## src/rtl/sha2_round_engine.sv

```systemverilog
// Iterative SHA-2 compression round engine: one round per cycle with valid K+W,
// then an optional feed-forward add of the initial hash state into the digest.
module sha2_round_engine #(
   parameter int unsigned WORD_W   = 32,
   parameter int unsigned ROUNDS   = 64,
   parameter int unsigned FEED_FWD = 1,
   parameter int unsigned RIDX_W   = 7
) (
   input  logic                  clk,
   input  logic                  rst_n,
   input  logic                  start,
   input  logic [8*WORD_W-1:0]   init_state,
   input  logic [WORD_W-1:0]     kw_in,
   input  logic                  kw_valid,
   output logic [RIDX_W-1:0]     round_idx,
   output logic                  busy,
   output logic                  done,
   output logic [8*WORD_W-1:0]   digest
);

   // Rotation amounts of the big-sigma functions for the two SHA-2 word widths
   localparam int unsigned S0_R0 = (WORD_W == 64) ? 28 : 2;
   localparam int unsigned S0_R1 = (WORD_W == 64) ? 34 : 13;
   localparam int unsigned S0_R2 = (WORD_W == 64) ? 39 : 22;
   localparam int unsigned S1_R0 = (WORD_W == 64) ? 14 : 6;
   localparam int unsigned S1_R1 = (WORD_W == 64) ? 18 : 11;
   localparam int unsigned S1_R2 = (WORD_W == 64) ? 41 : 25;

   localparam logic [RIDX_W-1:0] LAST_ROUND = RIDX_W'(ROUNDS - 1);

   typedef enum logic [1:0] {StIdle, StRun, StAdd, StDone} state_e;

   typedef logic [7:0][WORD_W-1:0] words_t;

   function automatic logic [WORD_W-1:0] rotr(input logic [WORD_W-1:0] x,
                                              input int unsigned n);
      return (x >> n) | (x << (WORD_W - n));
   endfunction

   state_e              state_q, state_d;
   words_t              work_q, work_d;
   words_t              init_q, init_d;
   words_t              round_res;
   words_t              sum_res;
   logic [RIDX_W-1:0]   ridx_q, ridx_d;
   logic [8*WORD_W-1:0] digest_q, digest_d;

   // Working variables; word 7 is a (MSBs), word 0 is h
   logic [WORD_W-1:0] wa, wb, wc, wd, we, wf, wg, wh;
   logic [WORD_W-1:0] sig0, sig1, ch, maj, t1, t2;

   assign wa = work_q[7];
   assign wb = work_q[6];
   assign wc = work_q[5];
   assign wd = work_q[4];
   assign we = work_q[3];
   assign wf = work_q[2];
   assign wg = work_q[1];
   assign wh = work_q[0];

   // One compression round on the current working state
   always_comb begin
      sig0 = rotr(wa, S0_R0) ^ rotr(wa, S0_R1) ^ rotr(wa, S0_R2);
      sig1 = rotr(we, S1_R0) ^ rotr(we, S1_R1) ^ rotr(we, S1_R2);
      ch   = (we & wf) ^ (~we & wg);
      maj  = (wa & wb) ^ (wa & wc) ^ (wb & wc);
      t1   = wh + sig1 + ch + kw_in;
      t2   = sig0 + maj;
      round_res[7] = t1 + t2;
      round_res[6] = wa;
      round_res[5] = wb;
      round_res[4] = wc;
      round_res[3] = wd + t1;
      round_res[2] = we;
      round_res[1] = wf;
      round_res[0] = wg;
   end

   // Word-wise feed-forward sum of final and initial state
   always_comb begin
      sum_res = '0;
      for (int i = 0; i < 8; i++) begin
         sum_res[i] = work_q[i] + init_q[i];
      end
   end

   // Next-state logic for the control FSM and datapath registers
   always_comb begin
      state_d  = state_q;
      work_d   = work_q;
      init_d   = init_q;
      ridx_d   = ridx_q;
      digest_d = digest_q;
      unique case (state_q)
         StIdle: begin
            if (start) begin
               work_d  = init_state;
               init_d  = init_state;
               ridx_d  = '0;
               state_d = StRun;
            end
         end
         StRun: begin
            if (kw_valid) begin
               work_d = round_res;
               if (ridx_q == LAST_ROUND) begin
                  ridx_d  = '0;
                  state_d = StAdd;
               end else begin
                  ridx_d = ridx_q + 1'b1;
               end
            end
         end
         StAdd: begin
            digest_d = (FEED_FWD != 0) ? sum_res : work_q;
            state_d  = StDone;
         end
         StDone: begin
            state_d = StIdle;
         end
         default: begin
            state_d = StIdle;
         end
      endcase
   end

   // State and datapath registers; reset discards any partial block
   always_ff @(posedge clk or negedge rst_n) begin
      if (!rst_n) begin
         state_q  <= StIdle;
         work_q   <= '0;
         init_q   <= '0;
         ridx_q   <= '0;
         digest_q <= '0;
      end else begin
         state_q  <= state_d;
         work_q   <= work_d;
         init_q   <= init_d;
         ridx_q   <= ridx_d;
         digest_q <= digest_d;
      end
   end

   assign round_idx = ridx_q;
   assign busy      = (state_q == StRun) || (state_q == StAdd);
   assign done      = (state_q == StDone);
   assign digest    = digest_q;

endmodule

```

## config.mk

```make
export PLATFORM = sky130hd
export DESIGN_NAME = sha2_round_engine
export DESIGN_NICKNAME = d
export VERILOG_FILES = /design/src/rtl/sha2_round_engine.sv
export SDC_FILE = /design/constraint.sdc
export NUM_CORES = 2
export LEC_CHECK = 0
export BUFFER_PORTS_ARGS = -buffer_cell sky130_fd_sc_hd__buf_2
export CAP_MARGIN = 0
export CORE_ASPECT_RATIO = 1.75
export CORE_MARGIN = 2
export CORE_UTILIZATION = 60
export CTS_CLUSTER_DIAMETER = 120
export DETAILED_ROUTE_END_ITERATION = 8
export PLACE_DENSITY = 0.88
export REMOVE_ABC_BUFFERS = 1
export SKIP_CTS_REPAIR_TIMING = 1
export SLEW_MARGIN = 20
export SYNTH_ARGS = -nofsm -noshare
export SYNTH_HDL_FRONTEND = slang
export SYNTH_SLANG_ARGS = --single-unit
```

## constraint.sdc

```tcl
create_clock -name clk -period 14 [get_ports clk]
set_clock_uncertainty 0.2 [all_clocks]
set_input_delay 1.4 -clock clk [delete_from_list [all_inputs] [get_ports clk]]
set_output_delay 1.4 -clock clk [all_outputs]
set_load 0.02 [all_outputs]
```

==> flow_summary.toml <==
[outcome]
status = "complete, no violations"

[clock_tree]
cts_sinks = 777
cts_buffers = 76
cts_tree = "done"
htreeDepth = 3
clkSlewWorstSetupHoldPaths_ps = 70
clk_latency_ps = 680
cts_root_buf = "clkbuf_16"
clock_path_buffers = 3

[sta]
tns_ps = 0
fin_ws_ps = 5720
worst_pin_slew_ps = 1310
post-route-min-period_ps = 8280
max_freq_ghz = 0.121
relSlewSlack = 0.127
rsz0062_at_grt = "no"
min_period_over_period = 0.591
hold_viol = 0
maxSlewViolCount = 0
setup_viol = 0

[synthesis]
synth_top_cell_area_share = 0.380
synthCells = 5002
ys_top_cells_by_count = "dfrtp_1 (777), mux2_2 (459), nand2_1 (409)"
synth_area_sq_mm = 0.0512
synth_edf_count = 0
synth_top_area_cell = "dfrtp_1"
synth_cell_types = 82
synth_seq_cells = 777
synth_flop_cell = "dfrtp_1"
yosysSeqAreaShare = 0.380
async_flop_share = 1.00
synthTopCellsByArea = "dfrtp_1 (38%), mux2_2 (10%), ha_1 (8.5%)"
synth_warnings = 0
synthMostInstantiatedCell = "dfrtp_1"
postSynthAreaPerCell_sq_um = 10.2

[grt]
grt_overflow = 0
track_usage = 0.360
grt_max_degree = 215
grt_antenna_before_repair = 34
grt_pass1_wl_mm = 240
first_global_vias = 41900

[routing]
wl_met2_mm = 78.1
remaining_drc_errors = 0
totalWireLength_mm = 159
wl_per_cell_um = 24.1
route.vias.total = 40900
ant_nets = 0
met1Wirelength_mm = 58.7
drtPass1Iterations = 6
drtIter0Drc = 3056
viasPerCell = 6.19
top_layer = "met5"
route.met3.wl_mm = 10.2

[setup_path]
crit_path_frequent_cell = "a21oi_1"
setup.worst_path.class = "register to register"
cp.depth = 30
reg2reg_from = "we[12]"
cp-start-kind = "register"
reg2reg_slack_ps = 5720
slowest_delay_ps = 520
slowest_stage = "fa_1"
critPathTopFamily = "compound AO/OA/AOI/OAI gates"
regToRegEndpoint = "wa[29]"
cp_num_buf_inv = 1
crit_arrival_ps = 8630
worst-path-max-fanout = 7
cp-startpoint = "we[12]"
endpoint = "wa[29]"
cp-end-kind = "register"
reg2reg_depth = 30
crit_required_ps = 14350

[final_layout]
nNetsFinal = 6197
syn_to_final_growth_pct = 12.8
drive_gt1_frac = 0.227

[floorplan]
num_rows = 141
die_h_um = 390
fp.dieW_um = 225
io-pin-count = 557
fp.coreArea_sq_mm = 0.0845
initial_utilization = 0.606
die_area_sq_mm = 0.0878

[min_path]
hold_path.class = "register to register"

[placed_design]
port_buffers = 556
dp_hpwl_mm = 122
place_ws_ps = 5450
place.gp.congestion = 0.987

[run]
max_cap_violations = 0
state kept, by name, indices dropped and copies added (netlist names):
name       count
digest       256
init_q       256
round_idx      7
state_q        2
wa            32
wb            32
wc            32
wd            32
we            32
wf            32
wg            32
wh            32
cells in the final DEF, fill, tap and decap left out, drive strengths merged, types with 31 or more instances in the layout:
cell / instances
o21a: 54
xnor2: 279
nand3: 78
xor2: 137
nand2b: 42
a21o: 184
and3: 31
nor2b: 57
buf: 604
dfrtp: 777
inv: 258
nor2: 162
o21ai: 443
mux2: 459
fa: 103
nor3: 47
clkbuf: 100
a21oi: 249
ha: 346
mux2i: 265
nand2: 409
o31ai: 31
cell families after synthesis:
family          after synthesis  synth area share
mux                         724             0.153
xor+xnor                    416            0.0712
simple gates                929            0.0836
flops                       777             0.380
buf+inv                     481            0.0353
fa+ha+maj                   472             0.129
compound gates             1203             0.148
cell type report:
class                           instances  area (sq um)
Timing Repair Buffer                  604          3180
Inverter                              253           950
Tap cell                             1072          1340
Multi-Input combinational cell       3744         30000
Antenna cell                           23          57.6
Fill cell                            6341         26800
Clock inverter                         39           591
Sequential cell                       777         19400
Clock buffer                          100          2180
metal layers:
metal / up-vias / track usage
met5: - / 0
met4: 26 / 0.249
met1: 20100 / 0.410
met3: 500 / 0.0587
li1: 18600 / -
met2: 1634 / 0.618
tightest hold or removal path: stages, from the launching register on:
cell,delay (ps)
dfrtp_1,340
nand2_1,50
o21ai_0,60
metrics by stage:
step                      hold slack, ps  instances   util  cell area (sq um)
after floorplan                      256       4774      -              50300
after global placement               262       6450  0.650              54900
after detailed placement             266       6450  0.650              54900
after CTS                            284       6589  0.682              57700
after global routing                 304       6604  0.683              57700
final                                281       6612  0.683              57700
worst min-delay path by stage:
stage           startpoint     endpoint  slack (ps)  cells after the start
5_1_grt         digest[94]   digest[94]         300                      2
4_1_cts         digest[94]   digest[94]         280                      2
3_3_place_gp   digest[132]  digest[132]         260                      2
3_5_place_dp     digest[4]    digest[4]         270                      2
6_report       digest[225]  digest[225]         280                      2
2_1_floorplan  init_q[124]  init_q[124]         260                      2
Power is left out: the tool's default activity adds up to more than one toggle a clock period on the data nets, which glitch-free logic cannot reach.
